[src/rtl/hyperbus_pkg.sv]
// Shared types for the HyperBus config path: reg bus structs and cfg loader enums.
// The READ state exists only when HYPERBUS_CFG_LOADER_READBACK_EN is defined.
package hyperbus_pkg;

  typedef struct packed {
    logic [31:0] addr;
    logic        write;
    logic [31:0] wdata;
    logic [3:0]  wstrb;
    logic        valid;
  } hyperbus_reg_req_t;

  typedef struct packed {
    logic [31:0] rdata;
    logic        error;
    logic        ready;
  } hyperbus_reg_rsp_t;

  typedef enum logic [1:0] {
    ErrNone     = 2'd0,
    ErrSlave    = 2'd1,
    ErrTimeout  = 2'd2,
    ErrReadback = 2'd3
  } cfg_loader_err_e;

  typedef enum logic [2:0] {
    StIdle,
    StWrite,
`ifdef HYPERBUS_CFG_LOADER_READBACK_EN
    StRead,
`endif
    StDone,
    StError
  } cfg_loader_state_e;

endpackage

[src/rtl/hyperbus_cfg_loader.sv]
// Boot-time sequencer writing a table of (addr, data) pairs to the HyperBus config regs.
// Define HYPERBUS_CFG_LOADER_READBACK_EN to verify every write with a read of the same address.
module hyperbus_cfg_loader
  import hyperbus_pkg::*;
#(
  parameter int unsigned NumEntries    = 4,
  parameter int unsigned RegAddrWidth  = 32,
  parameter int unsigned RegDataWidth  = 32,
  parameter type         reg_req_t     = hyperbus_reg_req_t,
  parameter type         reg_rsp_t     = hyperbus_reg_rsp_t,
  parameter logic [NumEntries-1:0][RegAddrWidth-1:0] EntryAddr = '0,
  parameter logic [NumEntries-1:0][RegDataWidth-1:0] EntryData = '0,
  parameter bit          AutoStart     = 1'b1,
  parameter int unsigned TimeoutCycles = 1024
) (
  input  logic     clk_i,
  input  logic     rst_i,
  input  reg_req_t ext_req_i,
  output reg_rsp_t ext_rsp_o,
  output reg_req_t cfg_req_o,
  input  reg_rsp_t cfg_rsp_i,
  input  logic     start_i,
  output logic     busy_o,
  output logic     done_o,
  output logic     error_o,
  output logic [1:0] err_code_o,
  output logic [$clog2((NumEntries > 2) ? NumEntries : 2)-1:0] err_idx_o
);

  localparam int unsigned IdxW   = $clog2((NumEntries > 2) ? NumEntries : 2);
  localparam int unsigned TimerW = $clog2(TimeoutCycles);
  localparam logic [IdxW-1:0]   LastIdx  = IdxW'(NumEntries - 1);
  localparam logic [TimerW-1:0] TimerMax = TimerW'(TimeoutCycles - 1);

  cfg_loader_state_e state_q;
  cfg_loader_err_e   errCode_q;
  logic [IdxW-1:0]   idx_q;
  logic [IdxW-1:0]   errIdx_q;
  logic [TimerW-1:0] timer_q;
  logic              busy_q;
  logic              done_q;
  logic              error_q;
  logic              first_q;
  reg_req_t          loaderReq;

  // first_q marks the single cycle after reset release in which AutoStart may fire
  always_ff @(posedge clk_i) begin
    if (rst_i) begin
      state_q   <= StIdle;
      errCode_q <= ErrNone;
      idx_q     <= '0;
      errIdx_q  <= '0;
      timer_q   <= '0;
      busy_q    <= 1'b0;
      done_q    <= 1'b0;
      error_q   <= 1'b0;
      first_q   <= 1'b1;
    end else begin
      first_q <= 1'b0;
      if (!busy_q) begin
        if (start_i || (first_q && AutoStart)) begin
          state_q   <= StWrite;
          busy_q    <= 1'b1;
          idx_q     <= '0;
          timer_q   <= '0;
          done_q    <= 1'b0;
          error_q   <= 1'b0;
          errCode_q <= ErrNone;
          errIdx_q  <= '0;
        end
      end else if (cfg_rsp_i.ready) begin
        timer_q <= '0;
        if (cfg_rsp_i.error) begin
          state_q   <= StError;
          busy_q    <= 1'b0;
          error_q   <= 1'b1;
          errCode_q <= ErrSlave;
          errIdx_q  <= idx_q;
`ifdef HYPERBUS_CFG_LOADER_READBACK_EN
        end else if (state_q == StWrite) begin
          state_q <= StRead;
        end else if (cfg_rsp_i.rdata != EntryData[idx_q]) begin
          state_q   <= StError;
          busy_q    <= 1'b0;
          error_q   <= 1'b1;
          errCode_q <= ErrReadback;
          errIdx_q  <= idx_q;
`endif
        end else if (idx_q == LastIdx) begin
          state_q <= StDone;
          busy_q  <= 1'b0;
          done_q  <= 1'b1;
        end else begin
          state_q <= StWrite;
          idx_q   <= idx_q + 1'b1;
        end
      end else if (timer_q == TimerMax) begin
        state_q   <= StError;
        busy_q    <= 1'b0;
        error_q   <= 1'b1;
        errCode_q <= ErrTimeout;
        errIdx_q  <= idx_q;
      end else begin
        timer_q <= timer_q + 1'b1;
      end
    end
  end

  // Ownership follows the registered busy flag, so the mux only flips at a clock edge
  always_comb begin
    loaderReq       = '0;
    loaderReq.valid = 1'b1;
    loaderReq.write = (state_q == StWrite);
    loaderReq.addr  = EntryAddr[idx_q];
    loaderReq.wdata = (state_q == StWrite) ? EntryData[idx_q] : '0;
    loaderReq.wstrb = (state_q == StWrite) ? '1 : '0;
    if (busy_q) begin
      cfg_req_o = loaderReq;
      ext_rsp_o = '0;
    end else begin
      cfg_req_o = ext_req_i;
      ext_rsp_o = cfg_rsp_i;
    end
  end

  assign busy_o     = busy_q;
  assign done_o     = done_q;
  assign error_o    = error_q;
  assign err_code_o = errCode_q;
  assign err_idx_o  = errIdx_q;

endmodule

[config.mk]
export PLATFORM = sky130hd
export DESIGN_NAME = hyperbus_cfg_loader
export DESIGN_NICKNAME = d
export VERILOG_FILES = /design/src/rtl/hyperbus_pkg.sv /design/src/rtl/hyperbus_cfg_loader.sv
export SDC_FILE = /design/constraint.sdc
export NUM_CORES = 1
export LEC_CHECK = 0
export BUFFER_PORTS_ARGS = -buffer_cell sky130_fd_sc_hd__buf_2
export CAP_MARGIN = 25
export CORE_AREA = 2 2 83 85
export DETAILED_ROUTE_END_ITERATION = 8
export DIE_AREA = 0 0 85 87
export PLACE_DENSITY = 0.72
export SLEW_MARGIN = 30
export SYNTH_ARGS = -nofsm -noshare
export SYNTH_HDL_FRONTEND = slang
export SYNTH_SLANG_ARGS = --single-unit
[constraint.sdc]
create_clock -name clk_i -period 2.1 [get_ports clk_i]
set_input_delay 0.42 -clock clk_i [delete_from_list [all_inputs] [get_ports clk_i]]
set_output_delay 0.42 -clock clk_i [all_outputs]
set_load 0.1 [all_outputs]
==> results of run 1 <==
## worst paths after layout
| check | end | cells past startpoint |
|---|---|---|
| max | cfg_req_o[50] | 3 |
| min | err_code_o[0]$_SDFFE_PP0P_ | 2 |
| max reg2reg | err_code_o[0]$_SDFFE_PP0P_ | 5 |
| min reg2reg | err_code_o[0]$_SDFFE_PP0P_ | 2 |
## state kept, by name, summed over array words and instances, names as in the netlist
register    count
state_q         2
idx_q           2
done_o          1
first_q         1
busy_o          1
timer_q        10
err_idx_o       2
error_o         1
err_code_o      2
## worst min-delay path, cell delays in order, from the launching register on
cell	delay, ns
dfxtp_1	0.31
inv_1	0.06
a2111oi_2	0.05
## Yosys cell counts (2+ instances only)
cell type | n | share of area, %
clkbuf_1 | 12 | 2.3
or4_1 | 2 | 0.78
buf_4 | 5 | 1.9
a41oi_1 | 2 | 0.91
nor3_4 | 2 | 1.7
buf_2 | 2 | 0.52
nand2_1 | 5 | 0.97
nand2b_1 | 7 | 2.3
nand4b_1 | 2 | 0.91
mux2i_1 | 2 | 1.0
a211oi_1 | 2 | 0.78
a21oi_1 | 11 | 2.8
nor3_1 | 4 | 1.0
o21ai_0 | 12 | 3.1
nor2b_1 | 100 | 32
inv_1 | 8 | 1.6
nand3b_1 | 3 | 1.2
nor2_1 | 8 | 1.6
ha_1 | 2 | 1.3
nand4_1 | 2 | 0.65
a311oi_1 | 4 | 1.8
a31oi_1 | 5 | 1.6
nand3_1 | 5 | 1.3
dfxtp_1 | 22 | 23
## area by class of cell
| class | instances | area share [%] |
|---|---|---|
| multi-input combinational | 203 | 43.81 |
| timing repair buffer | 226 | 37.90 |
| sequential | 22 | 13.11 |
| tap | 80 | 2.955 |
| clock buffer | 4 | 1.330 |
| inverter | 8 | 0.8866 |
## power groups by stage
stage,Clock [W],Sequential [W],Combinational (W)
after floorplan,0,0.000475,0.00156
after CTS,0.000271,0.000453,0.00195
after global placement,0,0.000461,0.00194
after global routing,0.000294,0.000456,0.00200
final,0.000265,0.000452,0.00195
after detailed placement,0,0.000462,0.00194
## layer usage
layer | share of wire (%) | track usage (%)
met3 | 9.8 | 3.791
met1 | 42 | 30.14
met5 | 0 | 0
met4 | 0.33 | 2.597
met2 | 48 | 36.22
## what timing repair did
item	in CTS	in global routing
buffers inserted	2	0
gates resized for setup	0	0
setup endpoints to repair	5	0
## kinds of logic (layout without fill, tap and decap cells)
kind of cell / count (synthesis) / in the layout / share of synthesized area (%)
AO/OA/AOI/OAI: 46 / 46 / 15.93
flip-flops: 22 / 22 / 22.80
adder cells (fa/ha/maj): 2 / 2 / 1.295
buffers and inverters: 28 / 238 / 6.930
multiplexers: 2 / 2 / 1.036
AND/OR/NAND/NOR: 153 / 153 / 52.01
## stage by stage
step,setup WS (ns),utilization [%]
2_1_floorplan,-0.6344,-
3_3_place_gp,0.2904,50.65
3_5_place_dp,0.2501,50.65
4_1_cts,0.07893,51.56
5_1_grt,0.007060,51.56
6_report,0.08371,51.56
==> results.sh, run 1 <==
export IMPL_clk_latency_ns=0.26
export IMPL_numPortBuffers=217
export IMPL_fin_tns_setup_ns=0
export IMPL_finalMaxSlewViolations=0
export IMPL_placed_cell_area_um2=3327
export IMPL_nNetsFinal=573
export IMPL_r2r_slack_ns=0.35
export IMPL_die_w_um=85
export IMPL_hp_start="err_code_o[0]$_SDFFE_PP0P_"
export IMPL_netlist_instances=253
export IMPL_p_leak_nw=1.739
export IMPL_dieArea_um2=7395
export IMPL_synth_warnings=0
export IMPL_h_tree_depth=1
export IMPL_drt_iter0_drc=257
export IMPL_dp_cells=537
export IMPL_coreArea_um2=6569
export IMPL_grt_use_total_pct=21.69
export IMPL_clock_root_buffer="clkbuf_8"
export IMPL_rows=30
export IMPL_pwr_share_comb_pct=73.1
export IMPL_avgSynthCellArea_um2=7.636
export IMPL_hold_buffers=0
export IMPL_grt_antenna_before_repair=0
export IMPL_place_congestion=0.8612
export IMPL_drc_errors=0
export IMPL_nFillCells=646
export IMPL_rsz0062_at_grt="no"
export IMPL_dp_hpwl_mm=7.643
export IMPL_fin_skew_ns=0.005865
export IMPL_grt_max_degree=37
export IMPL_pwr_share_seq_pct=17.0
export IMPL_crit_path_end_kind="primary output"
export IMPL_worstPathArrival_ns=1.60
export IMPL_pin_count=218
export IMPL_p_int_w=0.0009314
export IMPL_cp_required_ns=1.68
export IMPL_synth_area_um2=1932
export IMPL_mostFrequentLayoutCell="buf_2"
export IMPL_ys_seq_elements=22
export IMPL_grt_pass1_wl_mm=12.47
export IMPL_cp_startpoint="busy_o$_SDFF_PP0_"
export IMPL_maxSlewHeadroom_pct=65.64
export IMPL_ir_drop_mv=0.4242
export IMPL_grt_pass1_vias=2273
export IMPL_critPathLaunchType="flip-flop"
export IMPL_drive_above_1_share_pct=57.67
export IMPL_critPathMaxStageDelay_ns=0.48
export IMPL_start_util_pct=29.41
export IMPL_crit_slowest_cell="dfxtp_4"
export IMPL_drt_antenna_violating_nets=0
export IMPL_gr_total_overflow=0
export IMPL_holdWs_ns=0.4717
export IMPL_maxClockFrequency_ghz=0.4960
export IMPL_worst_path_buf_inv=2
export IMPL_numCtsBuffers=3
export IMPL_die_h_um=87
export IMPL_stdcell_area_um2=3387
export IMPL_first_pass_iters=4
export IMPL_syn2layout_area_growth_pct=75.32
export IMPL_crit_chain="buf_12 > nor2b_1 > buf_2"
export IMPL_tritoncts="built"
export IMPL_power_w=0.002664
export IMPL_seq_area_um2=444.2
export IMPL_multi_input_area_um2=1484
export IMPL_final_cell_mix="buf_2, nor2b_1, dfxtp_1"
export IMPL_swShare_pct=65.04
export IMPL_p_switching_w=0.001733
export IMPL_clockBufferDepth=2
export IMPL_diodes=0
export IMPL_setup_violations=0
export IMPL_clk_pin_slew_ns=0.08
export IMPL_syn_num_nets=362
export IMPL_critPathTopFamily="buffers and inverters"
export IMPL_ys_seq_area_share_pct=22.80
export IMPL_r2r_start="timer_q[1]$_SDFFE_PP0P_"
export IMPL_wire_per_inst_um=16.37
export IMPL_worstSetupPathType="reg2out"
export IMPL_clockPowerShare_pct=9.9
export IMPL_status="finished, final reports clean"
export IMPL_drv_cap=0
export IMPL_min_period_ns=2.016
export IMPL_worstPathMaxFanout=36
export IMPL_hold_class="reg2reg"
export IMPL_ys_flop_type="dfxtp_1"
export IMPL_wl_mm=8.891
export IMPL_stdcell_count=543
export IMPL_power_density_nw_per_um2=786.6
export IMPL_clock_sinks=22
export IMPL_synthArstFlopShare_pct=0
export IMPL_via_per_inst=4.825
export IMPL_synth_edf_count=0
export IMPL_synth_cell_types=48
export IMPL_fin_crit_sh_pct=96.01
export IMPL_tightest_slew_ns=0.5189
export IMPL_num_vias=2620
export IMPL_timing_hold_violations_final=0
(Power assumes the default switching activity.)
==> run 2: changes to the inputs <==
Settings changed: CORE_AREA 2 2 83 85 to 2 2 85 87, DIE_AREA 0 0 85 87 to 0 0 87 89, PLACE_DENSITY 0.72 to 0.69.
Clock period 2.1 ns to 2.5 ns, I/O delays scaled along.
==> run 2 against run 1 <==
Critical path depth rose by 1. Clock power about the same. Sequential power decreased by 19%. Flip-flop and latch count is the same. Hold slack barely moved. Routed wire length rose by 1.7%. Setup slack improved by 0.11 ns. Clock skew down 0.0023 ns. Critical endpoint is now cfg_req_o[37]. Highest routed layer unchanged.
==> results.sh, run 2 (synthesis results as in run 1) <==
export IMPL_pre_cts_ws_ns=0.5048
export IMPL_power_density_nw_per_um2=694.4
export IMPL_pin_count=218
export IMPL_gr_total_overflow=0
export IMPL_dp_hpwl_mm=7.690
export IMPL_critPathTopFamily="buffers and inverters"
export IMPL_min_period_ns=2.303
export IMPL_grt_pass1_wl_mm=12.14
export IMPL_first_pass_iters=4
export IMPL_cts_resized=0
export IMPL_drt_antenna_violating_nets=0
export IMPL_placed_cell_area_um2=3129
export IMPL_r2r_start="timer_q[0]$_SDFFE_PP0P_"
export IMPL_num_vias=2574
export IMPL_rows=30
export IMPL_p_leak_nw=1.645
export IMPL_tritoncts="built"
export IMPL_r2r_slack_ns=0.68
export IMPL_place_congestion=0.8280
export IMPL_start_util_pct=28.75
export IMPL_clk_latency_ns=0.27
export IMPL_die_w_um=87
export IMPL_drv_cap=0
export IMPL_numCtsBuffers=3
export IMPL_clock_sinks=22
export IMPL_pwr_share_seq_pct=16.5
export IMPL_clock_root_buffer="clkbuf_8"
export IMPL_largest_reg_flops=10
export IMPL_fin_crit_sh_pct=92.11
export IMPL_numPortBuffers=217
export IMPL_wire_per_inst_um=16.84
export IMPL_grt_max_degree=64
export IMPL_grt_antenna_before_repair=1
export IMPL_min_to="err_code_o[0]$_SDFFE_PP0P_"
export IMPL_worstHoldPathCells=2
export IMPL_mostFrequentLayoutCell="buf_2"
export IMPL_critPathMaxStageDelay_ns=0.44
export IMPL_finalMaxSlewViolations=0
export IMPL_critPathLaunchType="flip-flop"
export IMPL_hold_buffers=0
export IMPL_ir_drop_mv=0.2818
export IMPL_worstSetupPathType="reg2out"
export IMPL_clockPowerShare_pct=12.0
export IMPL_p_int_w=0.0007552
export IMPL_clk_pin_slew_ns=0.08
export IMPL_p_switching_w=0.001458
export IMPL_finalWorstSetupSlack_ns=0.1973
export IMPL_stdcell_area_um2=3187
export IMPL_crit_chain="buf_12 > nand3b_1 > o21ai_2 > buf_2"
export IMPL_dp_cells=532
export IMPL_cp_required_ns=2.00
export IMPL_worst_path_buf_inv=2
export IMPL_drive_above_1_share_pct=57.24
export IMPL_status="finished, final reports clean"
export IMPL_crit_slowest_cell="buf_2"
export IMPL_pwr_share_comb_pct=71.4
export IMPL_hp_start="err_code_o[0]$_SDFFE_PP0P_"
export IMPL_setup_violations=0
export IMPL_stdcell_count=537
export IMPL_worstPathMaxFanout=58
export IMPL_nNetsFinal=566
export IMPL_dieArea_um2=7743
export IMPL_h_tree_depth=1
export IMPL_ff2ff_path_depth=5
export IMPL_reg2reg_to="err_code_o[0]$_SDFFE_PP0P_"
export IMPL_tightest_slew_ns=0.5181
export IMPL_crit_path_end_kind="primary output"
export IMPL_worstPathArrival_ns=1.80
export IMPL_wl_mm=9.042
export IMPL_maxClockFrequency_ghz=0.4343
export IMPL_coreArea_um2=6719
export IMPL_hold_class="reg2reg"
export IMPL_swShare_pct=65.87
export IMPL_final_cell_mix="buf_2, nor2b_1, dfxtp_1"
export IMPL_die_h_um=89
export IMPL_clockBufferDepth=2
export IMPL_drc_errors=0
export IMPL_fin_skew_ns=0.003558
export IMPL_grt_pass1_vias=2269
export IMPL_rsz0062_at_grt="no"
export IMPL_post_cts_buffers=0
export IMPL_grt_use_total_pct=20.62
export IMPL_timing_hold_violations_final=0
export IMPL_drt_iter0_drc=185
export IMPL_regMostFlops="timer_q"
export IMPL_syn2layout_area_growth_pct=64.96
export IMPL_fin_tns_setup_ns=0
export IMPL_maxSlewHeadroom_pct=65.70
export IMPL_via_per_inst=4.793
[run 2: worst reg2reg max path, stage by stage, from the launching register on]
cell,delay (ns)
dfxtp_1,0.44
ha_1,0.36
nand4_4,0.18
nor3_4,0.26
a21boi_2,0.15
a2111oi_2,0.35
[run 2: worst max path at each step]
stage                 startpoint             to  slack, ns  cells past startpoint
6_report       busy_o$_SDFF_PP0_  cfg_req_o[37]       0.20                      4
4_1_cts        busy_o$_SDFF_PP0_   cfg_req_o[1]       0.20                      4
3_3_place_gp   busy_o$_SDFF_PP0_   cfg_req_o[4]       0.56                      4
2_1_floorplan  busy_o$_SDFF_PP0_  cfg_req_o[21]      -0.41                      4
5_1_grt        busy_o$_SDFF_PP0_   cfg_req_o[4]       0.13                      4
3_5_place_dp   busy_o$_SDFF_PP0_   cfg_req_o[1]       0.50                      4
[run 2: layout make-up]
class	instances	area, um2
tap	80	100.1
timing repair buffer	219	1126
clock buffer	4	55.05
multi-input combinational	203	1429
inverter	8	30.03
fill	668	3532
antenna	1	2.502
sequential	22	444.2
[run 2: power groups by stage]
stage          logic [W]  registers (W)  clock network [W]
2_1_floorplan    0.00129       0.000399                  0
3_3_place_gp     0.00158       0.000375                  0
3_5_place_dp     0.00158       0.000375                  0
4_1_cts          0.00159       0.000366           0.000267
5_1_grt          0.00163       0.000368           0.000277
6_report         0.00158       0.000366           0.000266
[run 2: through the flow]
stage | hold slack (ns) | util [%] | power [W]
final | 0.4716 | 47.43 | 0.002213
after CTS | 0.4712 | 47.39 | 0.002219
after global placement | 0.4565 | 46.57 | 0.001952
after detailed placement | 0.4586 | 46.57 | 0.001957
after global routing | 0.5069 | 47.39 | 0.002271
after floorplan | 0.4406 | - | 0.001689
[run 2: metal layers]
layer / track usage [%] / vias up / share of wire (%)
met3: 4.709 / 7 / 11
met2: 28.80 / 140 / 44
met4: 5.540 / 0 / 1.1
li1: - / 1261 / -
met5: 0 / - / 0
met1: 31.31 / 1166 / 44
